==> src/rtl/bpmc_pkg.sv <==
// Shared definitions for the bit-stream accumulator and its upstream mux stage.
package bpmc_pkg;

  // Controller states, encoded explicitly so debug taps decode the same way everywhere.
  typedef enum logic [1:0] {
    IDLE  = 2'd0,
    FLUSH = 2'd1,
    ACC   = 2'd2,
    DONE  = 2'd3
  } state_t;

  // Default window size (log2) and upstream fill latency. The mux stage uses the
  // same latency value, so both ends of the pipeline agree on it.
  localparam int BPMC_WIN_LOG2 = 8;
  localparam int BPMC_PIPE_LAT = 4;

endpackage

==> src/rtl/bpmc_phase_cnt.sv <==
// Clearable, enabled up-counter with a terminal-value compare. It times both the
// FLUSH phase and the ACC window; the caller picks the terminal value per phase.
module bpmc_phase_cnt #(
  parameter int W = 8
) (
  input  logic         clk,
  input  logic         rst_n,
  input  logic         clr,
  input  logic         en,
  input  logic [W-1:0] term,
  output logic         at_term
);

  logic [W-1:0] cnt;

  // Clear has priority over enable, so the phase restarts cleanly on entry.
  always_ff @(posedge clk or negedge rst_n) begin
    if (!rst_n) begin
      cnt <= '0;
    end else if (clr) begin
      cnt <= '0;
    end else if (en) begin
      cnt <= cnt + 1'b1;
    end
  end

  assign at_term = (cnt == term);

endmodule

==> src/rtl/bpmc_stream_accum.sv <==
// Stream-to-binary converter: after Start, it discards PIPE_LAT fill cycles and
// then counts the ones on Bit_in over 2^WIN_LOG2 consecutive cycles.
//
// Handshake: Start is a request level sampled only in IDLE. There is no ready
// signal; Busy high means the request will not be taken. Done is a single-cycle
// valid pulse, and Count is new in that cycle and holds until the next Done.
module bpmc_stream_accum
  import bpmc_pkg::*;
#(
  parameter int WIN_LOG2 = BPMC_WIN_LOG2,
  parameter int PIPE_LAT = BPMC_PIPE_LAT,
  parameter int CNT_W    = WIN_LOG2 + 1
) (
  input  logic             Clock,
  input  logic             Reset,
  input  logic             Start,
  input  logic             Abort,
  input  logic             Bit_in,
  output logic             Busy,
  output logic             Done,
  output logic [CNT_W-1:0] Count,
  output state_t           dbg_state
);

  // One counter serves both phases, so it is sized for the larger terminal value.
  localparam int FL_W = (PIPE_LAT > 1) ? $clog2(PIPE_LAT) : 1;
  localparam int PH_W = (WIN_LOG2 > FL_W) ? WIN_LOG2 : FL_W;
  localparam logic [PH_W-1:0] FLUSH_TERM = PH_W'((PIPE_LAT > 0) ? PIPE_LAT - 1 : 0);
  localparam logic [PH_W-1:0] WIN_TERM   = PH_W'((1 << WIN_LOG2) - 1);

  state_t           state;
  state_t           state_nxt;
  logic [PH_W-1:0]  ph_term;
  logic             ph_last;
  logic             ph_clr;
  logic             ph_en;
  logic             acc_clr;
  logic             acc_en;
  logic             cnt_load;
  logic [CNT_W-1:0] acc;
  logic [CNT_W-1:0] bit_ext;

  assign bit_ext = {{(CNT_W-1){1'b0}}, Bit_in};
  assign ph_term = (state == FLUSH) ? FLUSH_TERM : WIN_TERM;

  bpmc_phase_cnt #(.W(PH_W)) u_phase (
    .clk     (Clock),
    .rst_n   (Reset),
    .clr     (ph_clr),
    .en      (ph_en),
    .term    (ph_term),
    .at_term (ph_last)
  );

  // State register.
  always_ff @(posedge Clock or negedge Reset) begin
    if (!Reset) begin
      state <= IDLE;
    end else begin
      state <= state_nxt;
    end
  end

  // Next-state and datapath strobes. Abort is only qualified in FLUSH/ACC and
  // wins over the final ACC edge; the last ACC sample is folded into Count.
  always_comb begin
    state_nxt = state;
    ph_clr    = 1'b0;
    ph_en     = 1'b0;
    acc_clr   = 1'b0;
    acc_en    = 1'b0;
    cnt_load  = 1'b0;
    case (state)
      IDLE: begin
        ph_clr = 1'b1;
        if (Start) begin
          state_nxt = (PIPE_LAT == 0) ? ACC : FLUSH;
          acc_clr   = 1'b1;
        end
      end
      FLUSH: begin
        if (Abort) begin
          state_nxt = IDLE;
        end else if (ph_last) begin
          state_nxt = ACC;
          ph_clr    = 1'b1;
          acc_clr   = 1'b1;
        end else begin
          ph_en = 1'b1;
        end
      end
      ACC: begin
        if (Abort) begin
          state_nxt = IDLE;
        end else if (ph_last) begin
          state_nxt = DONE;
          cnt_load  = 1'b1;
        end else begin
          ph_en  = 1'b1;
          acc_en = 1'b1;
        end
      end
      DONE: begin
        state_nxt = IDLE;
      end
      default: begin
        state_nxt = IDLE;
      end
    endcase
  end

  // Running ones count for the current window; cleared on entry to ACC.
  always_ff @(posedge Clock or negedge Reset) begin
    if (!Reset) begin
      acc <= '0;
    end else if (acc_clr) begin
      acc <= '0;
    end else if (acc_en) begin
      acc <= acc + bit_ext;
    end
  end

  // Result register; only a completed window updates it.
  always_ff @(posedge Clock or negedge Reset) begin
    if (!Reset) begin
      Count <= '0;
    end else if (cnt_load) begin
      Count <= acc + bit_ext;
    end
  end

  assign Busy      = (state != IDLE);
  assign Done      = (state == DONE);
  assign dbg_state = state;

endmodule
==> config.mk <==
export PLATFORM = sky130hd
export DESIGN_NAME = bpmc_stream_accum
export DESIGN_NICKNAME = d
export VERILOG_FILES = /design/src/rtl/bpmc_pkg.sv /design/src/rtl/bpmc_phase_cnt.sv /design/src/rtl/bpmc_stream_accum.sv
export SDC_FILE = /design/constraint.sdc
export NUM_CORES = 1
export LEC_CHECK = 0
export CAP_MARGIN = 20
export CORE_UTILIZATION = 40
export DETAILED_ROUTE_END_ITERATION = 7
export GPL_ROUTABILITY_DRIVEN = 0
export PLACE_DENSITY = 0.69
export SLEW_MARGIN = 0
export SYNTH_ARGS = -nofsm -noshare
export SYNTH_HDL_FRONTEND = slang
export SYNTH_SLANG_ARGS = --single-unit
==> constraint.sdc <==
create_clock -name Clock -period 5.7 [get_ports Clock]
set_input_delay 1.14 -clock Clock [delete_from_list [all_inputs] [get_ports Clock]]
set_output_delay 1.14 -clock Clock [all_outputs]
set_load 0.1 [all_outputs]
==> results by group <==
Synth
  • Simple-gate share of the synthesized area: 25.0%
  • Sequential area share after synthesis: 45.7%
  • #FFs+latches synth: 28
  • Syn nets: 171
  • Adder-Cell Fraction of Synth Area: 5.71%
  • Netlist cell types: 38
  • Synth warnings: 0
  • Post-synthesis mux area share: 1.47%
  • Xor and xnor area share after synthesis: 9.71%
  • Mean Syn Cell Area: 9.64 um2
  • Mapped cell area: 1530 um2
  • Compound-Gate Fraction of Synth Area: 9.96%
  • Gate Count Post-Synth: 159
  • Largest family of logic cells by synthesized area: simple AND/OR/NAND/NOR gates

Worst hold path
  • Worst min path class: reg -> reg

Global routing
  • First-pass GRT wire length: 5280 um
  • Initial antenna violation count: 0
  • Tot GR Track Use: 16.6%
  • GRT Residual Overflow: 0
  • Pin count of the biggest net entering global routing: 29
  • Number of global-route vias before repair: 1185

Floorplan
  • Die height: 63.9 um
  • Number of I/O pins: 18
  • Row count: 22
  • Die X: 63.9 um
  • Die area: 4080 um2
  • Initial Util: 41.9%
  • Core Area: 3660 um2

STA
  • Worst-Margin Slew: 0.974 ns
  • Slew margin rel.: 34.8%
  • Setup WS post-layout: 2.24 ns
  • RSZ-0062 raised after global routing: no
  • Fin Setup TNS: 0 ns
  • Number of setup violations in the final report: 0
  • Final Hold Viols: 0
  • Clk_skew: 0.00383 ns
  • Fin crit period: 3.46 ns
  • Fin crit share: 60.6%
  • Fmax: 0.289 GHz
  • Slew Limit Fails: 0

Route
  • Drt drc: 0
  • Number of routed nets with antenna violations: 0
  • DR WL/cell: 13.0 um
  • Vias: 1173
  • Vias per inst: 5.21
  • Routed wire length: 2920 um
  • DRT iter0 DRCs: 14
  • First drt pass iteration count: 4

Clocking
  • CTS Hold Bufs: 0
  • Longest Clk Path Bufs: 2
  • Clk_lat worst skew: 0.27 ns
  • Clock sink total: 28
  • Post-CTS setup buffers: 0
  • Root Driver: clkbuf_8
  • Worst-path clk slew: 0.08 ns
  • Resized cells post-CTS: 0
  • CTS tree: built
  • Cts bufs inserted: 3
  • Htree depth: 1

Setup path
  • Crit path kind: reg -> out
  • Worst setup EP type: output port
  • CP Max Fanout: 6
  • Crit start category: register
  • WP data arrival: 2.32 ns
  • Worst path required time: 4.56 ns

Placement
  • Buffers on Ports: 17
  • Detail Placement HPWL: 2160 um
  • Worst slack at placement: 2.55 ns

Finish
  • Register area: 701 um2
  • Most common cell after layout, fill and taps aside: dfrtp_1
  • Fraction of layout cells with a size suffix above 1: 9.60%
  • Multi-input logic area: 795 um2
  • Most frequent cells in the layout: dfrtp_1, nand2_1, nor2_1, clkdlybuf4s50_1, o21ai_0
  • Final #Nets: 191
  • Fillers: 353
  • N_diodes: 0
  • Area delta synth->final: 17.2%

Run status
  • Status: finished, final reports clean

Power and ir drop
  • Pwr per Cell Area: 277 nW/um2
  • Leak Pwr: 0.766 nW
  • Peak supply drop: 0.263 mV

Job
  • Max-Cap Viols: 0
-- cell usage after synthesis, drive strengths merged --
cell | number | area, um2
a22o | 1 | 10.0
and3 | 4 | 30.0
inv | 4 | 15.0
nand3 | 10 | 50.1
nor4 | 1 | 6.26
nand4 | 3 | 18.8
o21ai | 11 | 55.1
a21o | 1 | 7.51
o211ai | 1 | 7.51
a2bb2oi | 2 | 17.5
and2 | 1 | 6.26
xor2 | 8 | 70.1
or4b | 1 | 13.8
nand3b | 1 | 7.51
dfrtp | 28 | 701
a32o | 1 | 10.0
or2 | 2 | 12.5
nor2b | 1 | 6.26
xnor2 | 9 | 78.8
or3 | 5 | 36.3
and2b | 1 | 8.76
and4b | 1 | 10.0
and4 | 2 | 18.8
nor2 | 18 | 70.1
a21oi | 5 | 25.0
nor3 | 4 | 20.0
a21boi | 1 | 11.3
mux2 | 2 | 22.5
nand2 | 18 | 67.6
clkbuf | 2 | 7.51
buf | 2 | 15.0
ha | 7 | 87.6
o32ai | 1 | 8.76
-- path summary, 6_finish.rpt --
kind	startpoint	end	slack, ns	depth (start not counted)
worst max-delay path	dbg_state[1]$_DFFE_PN0P_	Busy	2.24	4
worst min-delay path	Count[6]$_DFFE_PN0P_	Count[6]$_DFFE_PN0P_	0.48	2
worst max register to register	dbg_state[1]$_DFFE_PN0P_	u_phase.cnt[3]$_DFFE_PN0P_	3.42	7
worst min register to register	Count[6]$_DFFE_PN0P_	Count[6]$_DFFE_PN0P_	0.48	2
max in group asynchronous	Reset	u_phase.cnt[6]$_DFFE_PN0P_	4.20	2
min in group asynchronous	Reset	Count[2]$_DFFE_PN0P_	1.24	2
-- registers in the layout, summed over array words and instances, names as in the netlist --
register and cells:
acc 9, dbg_state 2, u_phase.cnt 8, Count 9
-- logic make-up after synthesis --
group           count (synthesis)
fa+ha+maj                       7
xor+xnor                       17
simple gates                   73
mux                             2
buf+inv                         8
flops                          28
compound gates                 24
-- worst max-delay path: stages (launching register included) --
cell and delay, ns:
dfrtp_1 0.42, inv_1 0.10, ha_1 0.26, inv_1 0.12, clkdlybuf4s50_1 1.14
-- per-layer routing --
layer | vias to the layer above | routed length, um | part of all wire, % | GRT usage (%)
met1 | 557 | 1340 | 46 | 19.8
met2 | 20 | 1460 | 50 | 29.4
li1 | 591 | - | - | -
met5 | - | 0 | 0 | 0
met3 | 5 | 79 | 2.7 | 2.32
met4 | 0 | 48 | 1.6 | 7.10
-- power breakdown --
| part | total [mW] | internal, mW | switching, mW |
|---|---|---|---|
| clock network | 0.104 | 0.0475 | 0.0568 |
| logic | 0.178 | 0.0580 | 0.120 |
| registers | 0.216 | 0.207 | 0.00920 |
-- per-stage QoR --
stage	hold WS, ns	instance area [um2]	instances	util, %	power [mW]
after floorplan	0.484	1530	159	-	0.358
after global placement	0.461	1750	221	47.7	0.393
after detailed placement	0.471	1750	221	47.7	0.398
after CTS	0.492	1790	224	48.9	0.506
after global routing	0.508	1800	225	49.1	0.528
final	0.481	1800	225	49.1	0.498
-- final cells by class --
| class | count | share of cell area (%) |
|---|---|---|
| clock buffer | 3 | 2.30 |
| inverter | 4 | 0.836 |
| multi-input combinational | 123 | 44.2 |
| sequential | 28 | 39.0 |
| tap | 48 | 3.34 |
| timing repair buffer | 19 | 10.3 |
Note: power is estimated with default switching activity, not from simulation.
==> RTL edit 1: new RTL, same flow settings <==
Set the package constant `BPMC_WIN_LOG2` to 7 (it was 8).
--- a/src/rtl/bpmc_pkg.sv
+++ b/src/rtl/bpmc_pkg.sv
@@ -11,7 +11,7 @@
 
   // Default window size (log2) and upstream fill latency. The mux stage uses the
   // same latency value, so both ends of the pipeline agree on it.
-  localparam int BPMC_WIN_LOG2 = 8;
+  localparam int BPMC_WIN_LOG2 = 7;
   localparam int BPMC_PIPE_LAT = 4;
 
 endpackage
Ports: changed (resized Count); port bits go from 18 to 17. No check against the original RTL was run, so the function may have changed too.
==> RTL edit 1 against the original RTL <==
  * Wire length is 0.21% lower
  * Design area fell by 2.6%
  * Register-to-register slack is essentially flat
  * Total power fell by 3.6%
  * Sequential share of layout area down 3.3 points
  * Via count down 7.2%
  * Sequential cell count down 3
  * Area after synthesis down 3.0%
  * Setup slack worse by 47 ps
  * First-iteration DRC count grew to 2.7 times the old value
  * Final cell count fell by 9.8%
  * Largest power group unchanged
==> RTL edit 1: results (changes against the original RTL) <==
[clocking]
clock_tree.buffer_depth=2  ; unchanged
cts-htree-levels=1  ; unchanged
clock_latency_of_the_later_clocked_register_in_the_worst_skew_pair_ps=270  ; about the same
clock-root-buffer=clkbuf_8
post_cts_resize_count=0  ; unchanged
cts-buffers-inserted=3  ; unchanged
clk_pin_slew_worst_setup_hold_paths_ps=90

[place]
detailedPlacementHpwl_um=2240  ; +3.8%
count_of_input_and_output_buffers=16  ; -1

[outcome]
outcome=finished clean

[worst_setup_path]
setup.reg_to_reg.worst_slack_ps=3420  ; about the same
cp_top_family=buffers and inverters
crit_path_max_fanout=6  ; unchanged
critical_path.reg2reg.endpoint=acc[0]$_DFFE_PN0P_
r2r_cells=6  ; -1
critical-path-slowest-cell=clkdlybuf4s50_1

[final_layout]
drive_gt1_frac=0.127  ; +0.0313
fillCellCount=332  ; -5.9%
layout_top_registers=Count (8), acc (8), u_phase.cnt (7)
layout.nets=170  ; -11%

[routing]
via_count=1089  ; -7.2%
routed_wirelength_normalized_by_instance_count_um=14.4  ; +11%
route.top_layer_used=met4
detailroute.wirelength.met3_um=68  ; -14%
antenna_violating_nets_post_route=0  ; unchanged
dr.first_iter.drc_count=38  ; +24
detailroute.wirelength.met2_um=1500  ; +2.8%
remaining_drc_errors=0  ; unchanged
drt-met1-wl_um=1310  ; -1.7%

[pwr]
lkg_pwr_uw=0.000768  ; +0.29%
internal_power_uw=291  ; -6.8%
peakVddDrop_uv=108  ; -59%

[synth]
ys_warn_count=0  ; unchanged
synthDistinctLibCells=35  ; -7.9%
synth_xor_xnor_area_share=0.0589  ; -0.0382
yosys.area_share.adder=0.0589  ; +0.00178
ys_seq_area_frac=0.421  ; -0.0363
list_of_most_frequent_post_synthesis_cells=dfrtp_1, nand2_1, mux2i_1, mux2_2
synth_compound_gate_area_share=0.0673  ; -0.0323
synth-async-reset-ratio=1.00  ; unchanged
synthMuxAreaShare=0.128  ; +0.113
synth.area.top_cells=dfrtp_1, mux2i_1, mux2_2
post_synthesis_net_count=151  ; -12%

[worst_hold_path]
worst_min_delay_path_category=register to register
hold_path_startpoint=Count[7]$_DFFE_PN0P_
hold_path_end=Count[7]$_DFFE_PN0P_
worst_hold_path.num_cells=1  ; -1

[grt]
grt_use_total=0.166  ; about the same
grt_use_met1=0.197  ; -0.000480
gr_layer_usage_met3=0.0237  ; +0.000508
pin_count_of_the_biggest_net_entering_global_routing=17  ; -41%
globalRouteMet2Util=0.298  ; +0.00450
grt_first_pass_wirelength_um=5220  ; -1.2%
first_global_vias=1205  ; +1.7%

[timing]
clock_skew_ps=3.05  ; -0.773 ps
hold_slack_ps=516  ; +34.5 ps
timing.slew.headroom=0.197  ; -0.152

RTL edit 1: cell count changes in the layout (fill, tap and decap cells not counted), moves of 3 or more:
cell,change
o21ai_0,-11
mux2i_1,+10
nor2_1,-10
nand2b_1,+7
mux2_2,+6
nand3_1,-6
xor2_1,-5
a211oi_1,+3
a21oi_1,-3
dfrtp_1,-3
nor3_1,-3
or3_1,-3
RTL edit 1: area by class of cell:
type / count / area share
flip-flops and latches: 25 / 0.357
repair buffers: 17 / 0.107
multi-input cells: 108 / 0.470
clock buffers: 3 / 0.0236
clock inverters: 1 / 0.00286
inverters: 3 / 0.00643
well taps: 46 / 0.0329
RTL edit 1: how the worst max path moves through the flow:
stage	start	endpoint	slack, ps	cells past startpoint
after global routing	dbg_state[0]$_DFFE_PN0P_	Busy	2130	4
final	dbg_state[0]$_DFFE_PN0P_	Busy	2200	4
after detailed placement	Abort	acc[0]$_DFFE_PN0P_	2470	5
after floorplan	dbg_state[0]$_DFFE_PN0P_	Busy	2520	3
after global placement	dbg_state[0]$_DFFE_PN0P_	Busy	2590	4
after CTS	dbg_state[0]$_DFFE_PN0P_	Busy	2210	4
RTL edit 1: per-stage QoR:
step                      instances  instance area (µm²)  worst slack [ps]
after CTS                       203                 1750              2210
after global routing            203                 1750              2130
after detailed placement        199                 1700              2470
after floorplan                 139                 1490              2520
after global placement          198                 1680              2590
final                           203                 1750              2200
RTL edit 1: worst reg2reg max path: cells and delay by family, from the launching register on:
kind / cells / cell delay [ps]
simple gates: 2 / 350
fa+ha+maj: 1 / 260
buf+inv: 1 / 90
mux: 1 / 170
compound gates: 1 / 930
flops: 1 / 400
RTL edit 1: power groups by stage:
stage,Sequential (µW),Clock (µW),Combinational [µW]
floorplan,226,0,107
global placement,201,0,170
detailed placement,202,0,177
CTS,199,109,176
global route,200,115,190
finish,199,105,176
==> RTL edit 2: new RTL, same settings <==
Made on the original files. Register the outputs `Busy` and `Done`, without a reset; this adds one clock of latency there. The other outputs are not delayed to match. Comments in the files are not updated.
--- a/src/rtl/bpmc_stream_accum.sv
+++ b/src/rtl/bpmc_stream_accum.sv
@@ -129,8 +129,10 @@
     end
   end
 
-  assign Busy      = (state != IDLE);
-  assign Done      = (state == DONE);
+  always_ff @(posedge Clock) begin
+    Busy <= (state != IDLE);
+    Done <= (state == DONE);
+  end
   assign dbg_state = state;
 
 endmodule
Check against the original RTL: not equivalent (Yosys sat finds a counterexample within 4 cycles, from zero or initial values and one cycle with Reset low).
==> RTL edit 2 against the original RTL <==
  * Area after synthesis up 2.6%
  * Critical path depth down 3
  * Clock skew about the same
  * Wire length up 1.4%
  * Total power up 17%
  * Design area up 5.0%
  * Global-route usage up 0.22 points
  * Setup slack better by 420 ps
  * Sequential cell count up 2
  * Largest cell class unchanged
  * Highest routed layer unchanged
==> RTL edit 2: results (changes against the original RTL) <==
[worst_setup_path]
worstSetupStartpoint=dbg_state[0]$_DFFE_PN0P_
r2r_cells=6  ; -1
critPathArrivalTime_ps=1890  ; -430 ps

[worst_hold_path]
hold_path_startpoint=Count[8]$_DFFE_PN0P_
hold_path_end=Count[8]$_DFFE_PN0P_

[clocking]
cts-htree-levels=2  ; +1
cts-buffers-inserted=5  ; +2
clk_pin_slew_worst_setup_hold_paths_ps=60  ; -20 ps

[grt]
grt_first_pass_wirelength_um=5260  ; -0.27%
first_global_vias=1193  ; +0.68%
grt_use_total=0.168  ; +0.00221

[synth]
synthMuxAreaShare=0.0143  ; -0.000374
synth-async-reset-ratio=0.933  ; -0.0667
yosys.area_share.adder=0.0557  ; -0.00145
synth_compound_gate_area_share=0.0971  ; -0.00254
synthDistinctLibCells=39  ; +2.6%

[timing]
hold_slack_ps=478  ; -2.83 ps
clock_skew_ps=3.48  ; -0.347 ps

[place]
detailedPlacementHpwl_um=2210  ; +2.4%

[routing]
total_routed_length_um=2960  ; +1.4%
vias_per_cell=5.23  ; +0.29%

[final_layout]
drive_gt1_frac=0.114  ; +0.0181

[outcome]
outcome=finished clean

[pwr]
lkg_pwr_uw=0.000809  ; +5.6%
peakVddDrop_uv=136  ; -48%

## RTL edit 2: changes by cell type after synthesis, sizes merged
| cell | delta |
|---|---|
| dfxtp | +2 |
## RTL edit 2: kinds of logic after synthesis
family	after synthesis
AO/OA/AOI/OAI	24
XOR/XNOR	17
adder cells (fa/ha/maj)	7
buffers and inverters	8
flip-flops	30
multiplexers	2
AND/OR/NAND/NOR	73
## RTL edit 2: final cells by class
class,count,area (µm²),area share
clock inverter,1,5.00,0.00265
timing repair buffer,19,185,0.0981
sequential,30,741,0.393
inverter,4,15.0,0.00796
clock buffer,7,86.3,0.0458
multi-input combinational,123,795,0.421
tap,48,60.1,0.0318
## RTL edit 2: per-layer routing
layer,vias up,GRT usage,share of wire
met3,7,0.0370,0.059
met5,-,0,0
met1,568,0.218,0.47
li1,606,-,-
met4,0,0.114,0.026
met2,32,0.247,0.44
## RTL edit 2: power by group
| group | internal (µW) | total [µW] | switching (µW) |
|---|---|---|---|
| combinational | 57.9 | 176 | 118 |
| sequential | 225 | 236 | 10.9 |
| clock | 97.1 | 172 | 74.5 |
| total | 380 | 584 | 204 |
## RTL edit 2: metrics by stage
stage	utilization	cells	setup WS, ps	instance area, µm²	total power, µW
floorplan	-	161	2900	1570	376
finish	0.508	232	2670	1890	584
global route	0.508	232	2640	1890	615
detailed placement	0.481	223	2780	1790	416
CTS	0.506	231	2670	1880	588
global placement	0.481	223	2850	1790	411
